**config.mk**
```make
export PLATFORM = sky130hd
export DESIGN_NAME = signal_divider
export DESIGN_NICKNAME = d
export VERILOG_FILES = /design/src/rtl/signal_divider.sv
export SDC_FILE = /design/constraint.sdc
export NUM_CORES = 1
export LEC_CHECK = 0
export BUFFER_PORTS_ARGS = -buffer_cell sky130_fd_sc_hd__buf_4
export CAP_MARGIN = 30
export CORE_MARGIN = 1
export CORE_UTILIZATION = 60
export DETAILED_ROUTE_END_ITERATION = 16
export GPL_TIMING_DRIVEN = 0
export PLACE_DENSITY_LB_ADDON = 0.05
export SYNTH_ARGS = -nofsm -noshare
export SYNTH_HDL_FRONTEND = slang
export SYNTH_SLANG_ARGS = --single-unit
```
**constraint.sdc**
```tcl
create_clock -name clk -period 3 [get_ports clk]
set_clock_uncertainty 0.15 [all_clocks]
set_input_delay 0 -clock clk [delete_from_list [all_inputs] [get_ports clk]]
set_output_delay 0 -clock clk [all_outputs]
set_load 0.005 [all_outputs]
```
**src/rtl/signal_divider.sv**
```systemverilog
`default_nettype none
// ============================================================================
// Module      : signal_divider
// Description : Multi-channel edge-driven divider / toggle generator. Each
//               channel synchronises an asynchronous input, detects the
//               selected edge type and toggles its output every DIV
//               qualifying edges, pulsing tick in the toggle cycle.
// Revision    : 1.0 - initial release
// ============================================================================
module signal_divider #(
  parameter int CH          = 4,
  parameter int CNT_W       = 8,
  parameter int SYNC_STAGES = 2
) (
  input  logic             clk,
  input  logic             rst,
  input  logic             en,
  input  logic             clr,
  input  logic [1:0]       mode,
  input  logic [CNT_W-1:0] div,
  input  logic [CH-1:0]    in_sig,
  output logic [CH-1:0]    out_sig,
  output logic [CH-1:0]    tick
);

  // Edge-select encodings
  localparam logic [1:0] MODE_FALL = 2'b00;
  localparam logic [1:0] MODE_RISE = 2'b01;
  localparam logic [1:0] MODE_BOTH = 2'b10;

  // Warm-up spans the chain fill plus the prev flop, so a level held across
  // reset can never look like a fresh edge.
  localparam int              WARM_N   = SYNC_STAGES + 1;
  localparam int              WARM_W   = $clog2(WARM_N + 1);
  localparam logic [WARM_W-1:0] WARM_END = WARM_W'(WARM_N);

  logic [WARM_W-1:0] r_warm_cnt;
  logic              w_warm_done;
  logic [CNT_W-1:0]  w_divq;
  logic [CNT_W-1:0]  w_div_last;

  assign w_warm_done = (r_warm_cnt == WARM_END);

  // A divisor of zero is treated as one; the terminal count is divq-1.
  assign w_divq     = (div == '0) ? CNT_W'(1) : div;
  assign w_div_last = w_divq - CNT_W'(1);

  // Warm-up counter: counts clk edges after reset release, then saturates.
  always_ff @(posedge clk or posedge rst) begin
    if (rst) begin
      r_warm_cnt <= '0;
    end else if (!w_warm_done) begin
      r_warm_cnt <= r_warm_cnt + WARM_W'(1);
    end
  end

  for (genvar i = 0; i < CH; i++) begin : g_ch
    logic [SYNC_STAGES-1:0] r_sync;
    logic                   r_prev;
    logic [CNT_W-1:0]       r_cnt;
    logic                   r_out;
    logic                   r_tick;
    logic                   w_s;
    logic                   w_rise;
    logic                   w_fall;
    logic                   w_q;

    assign w_s    = r_sync[SYNC_STAGES-1];
    assign w_rise = w_s & ~r_prev;
    assign w_fall = ~w_s & r_prev;

    // Synchroniser chain and prev sample run every cycle, independent of
    // en/clr, so re-enabling never fabricates an edge.
    always_ff @(posedge clk or posedge rst) begin
      if (rst) begin
        r_sync <= '0;
        r_prev <= 1'b0;
      end else begin
        r_sync <= {r_sync[SYNC_STAGES-2:0], in_sig[i]};
        r_prev <= w_s;
      end
    end

    // Edge qualification against the current mode, gated by en and warm-up.
    always_comb begin
      w_q = 1'b0;
      case (mode)
        MODE_FALL: w_q = w_fall;
        MODE_RISE: w_q = w_rise;
        MODE_BOTH: w_q = w_rise | w_fall;
        default:   w_q = 1'b0;
      endcase
      if (!en || !w_warm_done) begin
        w_q = 1'b0;
      end
    end

    // Edge counter and output toggle; >= compare makes a lowered divisor
    // terminate on the next edge instead of wrapping.
    always_ff @(posedge clk or posedge rst) begin
      if (rst) begin
        r_cnt  <= '0;
        r_out  <= 1'b0;
        r_tick <= 1'b0;
      end else if (clr) begin
        r_cnt  <= '0;
        r_out  <= 1'b0;
        r_tick <= 1'b0;
      end else if (w_q) begin
        if (r_cnt >= w_div_last) begin
          r_cnt  <= '0;
          r_out  <= ~r_out;
          r_tick <= 1'b1;
        end else begin
          r_cnt  <= r_cnt + CNT_W'(1);
          r_tick <= 1'b0;
        end
      end else begin
        r_tick <= 1'b0;
      end
    end

    assign out_sig[i] = r_out;
    assign tick[i]    = r_tick;
  end

endmodule
`default_nettype wire
```
==> results of run 1 <==
final cells by class:
cell class / count / area (um^2)
Buffer: 13 / 78.8
Inverter: 21 / 78.8
Timing Repair Buffer: 34 / 280
Clock buffer: 6 / 72.6
Clock inverter: 2 / 37.5
Tap cell: 72 / 90.1
Fill cell: 437 / 1550
Multi-Input combinational cell: 276 / 2000
Sequential cell: 54 / 1350
sequential cells by signal (all words and copies together), names as in the netlist:
name,cells
r_warm_cnt,2
g_ch.r_tick,4
g_ch.r_out,4
g_ch.r_cnt,32
g_ch.r_prev,4
g_ch.r_sync,8
worst max-delay path, delay by kind of cell:
family,cells,cell delay [ns]
AO/OA/AOI/OAI,6,1.10
XOR/XNOR,1,0.16
AND/OR/NAND/NOR,2,0.51
adder cells (fa/ha/maj),3,0.87
buffers and inverters,2,0.28
through the flow:
stage          total power, mW  instances  utilization
2_1_floorplan            0.909        365            -
4_1_cts                   1.49        477        0.715
3_5_place_dp             0.981        461        0.677
5_1_grt                   1.55        478        0.720
6_report                  1.48        478        0.720
3_3_place_gp             0.966        459        0.672
cell usage after synthesis (8+ instances only):
library cell | count | area share
a31oi_1 | 10 | 0.018
a21o_1 | 8 | 0.017
nand2b_1 | 12 | 0.022
nand2_1 | 39 | 0.042
ha_1 | 42 | 0.15
buf_4 | 8 | 0.017
a21oi_1 | 20 | 0.029
nand3_1 | 16 | 0.023
nor2_1 | 17 | 0.018
inv_1 | 21 | 0.023
and3_1 | 12 | 0.022
dfrtp_1 | 54 | 0.39
o21ai_0 | 30 | 0.043
worst paths after layout:
kind	startpoint	to	slack, ns	cells after the start
worst max-delay path	div[1]	g_ch[2].r_cnt[7]	0.20	14
worst min-delay path	en	g_ch[3].r_cnt[1]	0.08	4
worst max register to register	r_warm_cnt[0]	g_ch[0].r_cnt[7]	0.32	8
worst min register to register	g_ch[3].r_sync[0]	g_ch[3].r_sync[1]	0.21	0
max in group asynchronous	rst	g_ch[2].r_cnt[5]	1.95	4
min in group asynchronous	rst	g_ch[0].r_sync[0]	0.19	3
placed cells by master, fill, tap and decap left out, types with 3 or more instances in the layout:
cell type / netlist / routed
clkbuf_1: 5 / 5
mux2i_1: 3 / 3
xnor2_1: 4 / 3
o21ai_0: 30 / 30
inv_1: 21 / 20
maj3_2: 4 / 4
nor2_1: 17 / 17
dlygate4sd3_1: 0 / 6
dfrtp_1: 54 / 54
nand2b_1: 12 / 12
and3_1: 12 / 12
buf_4: 8 / 34
a31oi_1: 10 / 9
nor2b_1: 6 / 6
or3_1: 4 / 4
ha_1: 42 / 42
a221o_1: 4 / 4
nand2_1: 39 / 39
clkbuf_8: 0 / 5
a21oi_1: 20 / 19
o2bb2ai_1: 6 / 5
nand3_1: 16 / 15
a22o_1: 5 / 5
nor3_1: 6 / 6
a21o_1: 8 / 8
power breakdown:
part           total [mW]  internal (mW)  switching, mW
Sequential          0.763          0.745         0.0175
Clock               0.498          0.249          0.249
Combinational       0.222         0.0908          0.131
Total                1.48           1.09          0.397
what timing repair did:
| item | 4_1_cts | 5_1_grt |
|---|---|---|
| pin swaps | 1 | 2 |
| resized for setup | 4 | 5 |
| buffers inserted | 2 | 2 |
| hold endpoints to repair | 33 | 0 |
| hold buffers | 6 | 0 |
| setup endpoints to repair | 31 | 25 |
logic make-up (layout without fill, tap and decap cells):
family / Yosys count / in the layout
and+or+nand+nor: 123 / 123
buffers and inverters: 35 / 76
AOI/OAI and AO/OA: 95 / 95
DFF: 54 / 54
xor gates and xnor gates: 7 / 7
adders and majority gates: 46 / 46
muxes: 5 / 5
metal layers:
| layer | wire (um) | GRT usage |
|---|---|---|
| met2 | 3630 | 0.455 |
| met1 | 3380 | 0.339 |
| met3 | 195 | 0.0453 |
| met5 | 0 | 0 |
| met4 | 129 | 0.0926 |
==> out/results.ini, run 1 <==
[setup_path]
slowest_stage=a311oi_4
startpoint_type=input port
path_max_fanout=7
arrival_ns=2.91
crit_required_ns=3.10
worst-setup-path-type=input port to register
max_stage_delay_ns=0.44
endpoint_kind=register
crit_path_cell_trace=buf_4 > nor4_2 > a21oi_2 > ha_1 > xnor2_2 > buf_4 > ha_1 > a21o_1 > a31oi_1 > o21ai_0 > maj3_2 > a311oi_4 > and3_1 > a221o_1

[drt]
vias=2775
antenna_left=0
vias_per_cell=5.81
first_iter_violations=129
drc=0
routed_wl_um=7330
wl_per_cell_um=15.3
first_pass_iters=4

[synth]
synth_cell_types=44
synthCells=365
synth_edf_count=0
synth-simple-area-share=0.176
synthFlopType=dfrtp_1
syn_nets=425
ys.warnings.count=0
synth_top_family_by_area=compound AO/OA/AOI/OAI gates
async_reset_ff_frac=1.00
ys_ff_latch=54
synthAdderAreaFrac=0.165
netlist_area_um2=3470
synth_mux_area_frac=0.0152
synthXorXnorAreaFrac=0.0177
syn_area_per_cell_um2=9.50
synth_compound_area_frac=0.190
synth-seq-area-share=0.390

[clock_network]
clk_pin_slew_worst_paths_ns=0.10
clock-root-buffer=clkbuf_8
clockBufferDepth=2
cts.sinks=54
insertion_delay_ns=0.31
cts_made_buffers=5
htreeDepth=2
cts_tree=built

[timing]
fin_hold_ws_ns=0.0774
slew_headroom=0.428
setup_violations=0
fmax_mhz=357
hold_violations=0
setup_ws_ns=0.196
min_period_over_period=0.935
finalCriticalPeriod_ns=2.80
tightest_slew_ns=0.855
slew_viol_final=0
fin_setup_tns_ns=0
rsz0062_at_grt=false

[run]
maxCapViolCount=0

[global_routing]
grt_pass1_vias=2781
overflow=0
antenna_found_initial=0
grt_usage=0.265
grt_pass1_wl_um=12600
grt_max_degree=29

[finish]
fin_area_um2=3990
diodes=0
layout.nets=465
drive_gt1_frac=0.163
synthToLayoutAreaGrowth_pct=15.0

[placement]
io_buffer_count=22
gp_congestion=0.826
hpwlAfterDp_um=5330
pre_cts_ws_ns=-0.561
placed_area_um2=3750

[power_and_ir_drop]
ir_drop_mv=0.355
p_leak_nw=1.93
power.density_nw_per_um2=372

[die]
io_pins=26
coreArea_um2=5540
die_h_um=78.0
fp.dieW_um=78.0
start_util=0.626
std_cell_rows=27
die-area_um2=6090

[min_path]
hp-class=input port to register

[status]
status=finished clean

Power figures use the tool's default switching activity.
==> run 2: changes to the inputs <==
CTS_BUF_LIST = sky130_fd_sc_hd__clkbuf_8   (was unset)
==> out/results.ini, run 2 (synthesis gave the netlist of run 1 again) <==
[die]
die-area_um2=6090  ; unchanged
die_h_um=78.0  ; unchanged
io_pins=26  ; unchanged
coreArea_um2=5540  ; unchanged
start_util=0.626  ; unchanged
fp.dieW_um=78.0  ; unchanged
std_cell_rows=27  ; unchanged

[min_path]
hp-class=input port to register
whs_endpoint=g_ch[3].r_cnt[1]
worstHoldPathCells=4  ; unchanged
worstHoldStart=en

[power_and_ir_drop]
p_sw_frac=0.268  ; about the same
internal_power_mw=1.08  ; -0.31%
pwr-share-clk=0.334  ; -0.002
seq_power_share=0.516  ; +0.002
ir_drop_mv=0.354  ; -0.38%
power_frac_comb=0.150  ; about the same
power.density_nw_per_um2=370  ; -0.33%
p_sw_mw=0.396  ; -0.37%
p_leak_nw=1.94  ; +0.21%

[placement]
io_buffer_count=22  ; unchanged
gp_congestion=0.826  ; unchanged
hpwlAfterDp_um=5330  ; unchanged

[timing]
hold_violations=0  ; unchanged
min_period_over_period=0.936  ; about the same
rsz0062_at_grt=false
slew_headroom=0.437  ; +0.00978
finalCriticalPeriod_ns=2.81  ; +0.00206 ns
tightest_slew_ns=0.840  ; -0.0146 ns
slew_viol_final=0  ; unchanged
fin_hold_ws_ns=0.0768  ; -0.000661 ns
fmax_mhz=356  ; about the same
setup_violations=0  ; unchanged

[setup_path]
worst-r2r-cell-count=8  ; unchanged
worst-setup-path-type=input port to register
arrival_ns=2.91  ; about the same
endpoint_kind=register
r2r-start=r_warm_cnt[0]
crit_family=compound AO/OA/AOI/OAI gates
worst-path-stages=14  ; unchanged
crit_required_ns=3.10  ; about the same
crit_path_cell_trace=buf_4 > nor4_2 > a21oi_2 > ha_1 > xnor2_2 > buf_4 > ha_1 > a21o_1 > a31oi_1 > o21ai_0 > maj3_2 > a311oi_4 > and3_1 > a221o_1
path_max_fanout=7  ; unchanged
critPathBufInv=2  ; unchanged
rr_endpoint=g_ch[0].r_cnt[7]
max_stage_delay_ns=0.44  ; about the same
startpoint_type=input port
slowest_stage=a311oi_4
r2r_slack_ns=0.33  ; about the same

[drt]
routed_wl_um=7310  ; -0.27%
first_pass_iters=4  ; unchanged
drc=0  ; unchanged
vias_per_cell=5.79  ; -0.18%
antenna_left=0  ; unchanged
first_iter_violations=129  ; unchanged
wl_per_cell_um=15.3  ; -0.27%
vias=2770  ; -0.18%

[clock_network]
insertion_delay_ns=0.31  ; about the same
clock-root-buffer=clkbuf_8
clockBufferDepth=2  ; unchanged
htreeDepth=2  ; unchanged
clk_pin_slew_worst_paths_ns=0.10  ; about the same
cts.sinks=54  ; unchanged
cts_tree=built
cts_made_buffers=5  ; unchanged

[global_routing]
grt_usage=0.265  ; unchanged
grt_pass1_wl_um=12600  ; unchanged
grt_max_degree=29  ; unchanged
grt_pass1_vias=2781  ; unchanged
overflow=0  ; unchanged
antenna_found_initial=0  ; unchanged

[finish]
layout.nets=465  ; unchanged
largest_reg_flops=32  ; unchanged
synthToLayoutAreaGrowth_pct=15.0  ; unchanged
top_regs=g_ch.r_cnt x32, g_ch.r_sync x8
final_cell_mix=dfrtp_1, ha_1, nand2_1
drive_gt1_frac=0.163  ; unchanged
post-route-util=0.720  ; unchanged
layout_commonest_cell=dfrtp_1
top_register=g_ch.r_cnt
diodes=0  ; unchanged

[status]
status=finished clean

[run]
maxCapViolCount=0  ; unchanged

## run 2: tightest hold or removal path, delay by kind of cell
| kind | cells | cell delay, ns |
|---|---|---|
| simple gates | 2 | 0.25 |
| buf+inv | 1 | 0.20 |
| compound gates | 1 | 0.06 |
## run 2: per-stage QoR
step                      setup WS (ns)  setup TNS [ns]  power, mW  area, um^2  std cells
after floorplan                   0.160               0      0.909        3470        365
after global routing            0.00285               0       1.55        3990        478
after global placement           -0.516          -15.91      0.966        3720        459
after detailed placement         -0.561          -16.19      0.981        3750        461
final                             0.193               0       1.48        3990        478
after CTS                        0.0531               0       1.48        3960        477
## run 2: power groups by stage
stage / Combinational (mW) / Sequential [mW] / Clock (mW)
2_1_floorplan: 0.137 / 0.772 / 0
3_3_place_gp: 0.191 / 0.775 / 0
3_5_place_dp: 0.204 / 0.777 / 0
4_1_cts: 0.218 / 0.762 / 0.504
5_1_grt: 0.251 / 0.765 / 0.532
6_report: 0.221 / 0.763 / 0.494
## run 2: layout make-up
type / count / area, um^2
Multi-Input combinational cell: 276 / 2000
Fill cell: 437 / 1550
Sequential cell: 54 / 1350
Timing Repair Buffer: 34 / 280
Tap cell: 72 / 90.1
Buffer: 13 / 78.8
Inverter: 21 / 78.8
Clock buffer: 5 / 68.8
Clock inverter: 3 / 41.3
## run 2: what timing repair did
item,in CTS,in global routing
buffers inserted,2,2
endpoints found under the hold margin,33,0
setup endpoints to repair,31,25
gates resized for setup,4,5
pin swaps,1,2
hold buffers,6,0
## run 2: how the worst max path moves through the flow
stage,start,to,slack (ns)
after global placement,div[1],g_ch[3].r_cnt[2],-0.52
final,div[1],g_ch[2].r_cnt[7],0.19
after CTS,div[1],g_ch[3].r_cnt[4],0.05
after detailed placement,div[1],g_ch[3].r_cnt[4],-0.56
after global routing,div[1],g_ch[2].r_cnt[6],0.003
after floorplan,div[1],g_ch[0].r_cnt[6],0.16
## run 2: routing by layer
layer / part of all wire / wire length (um) / vias up / track usage
met4: 0.018 / 129 / 0 / 0.0926
met5: 0 / 0 / - / 0
met3: 0.027 / 194 / 11 / 0.0453
met1: 0.46 / 3370 / 1320 / 0.339
li1: - / - / 1399 / -
met2: 0.50 / 3620 / 40 / 0.455
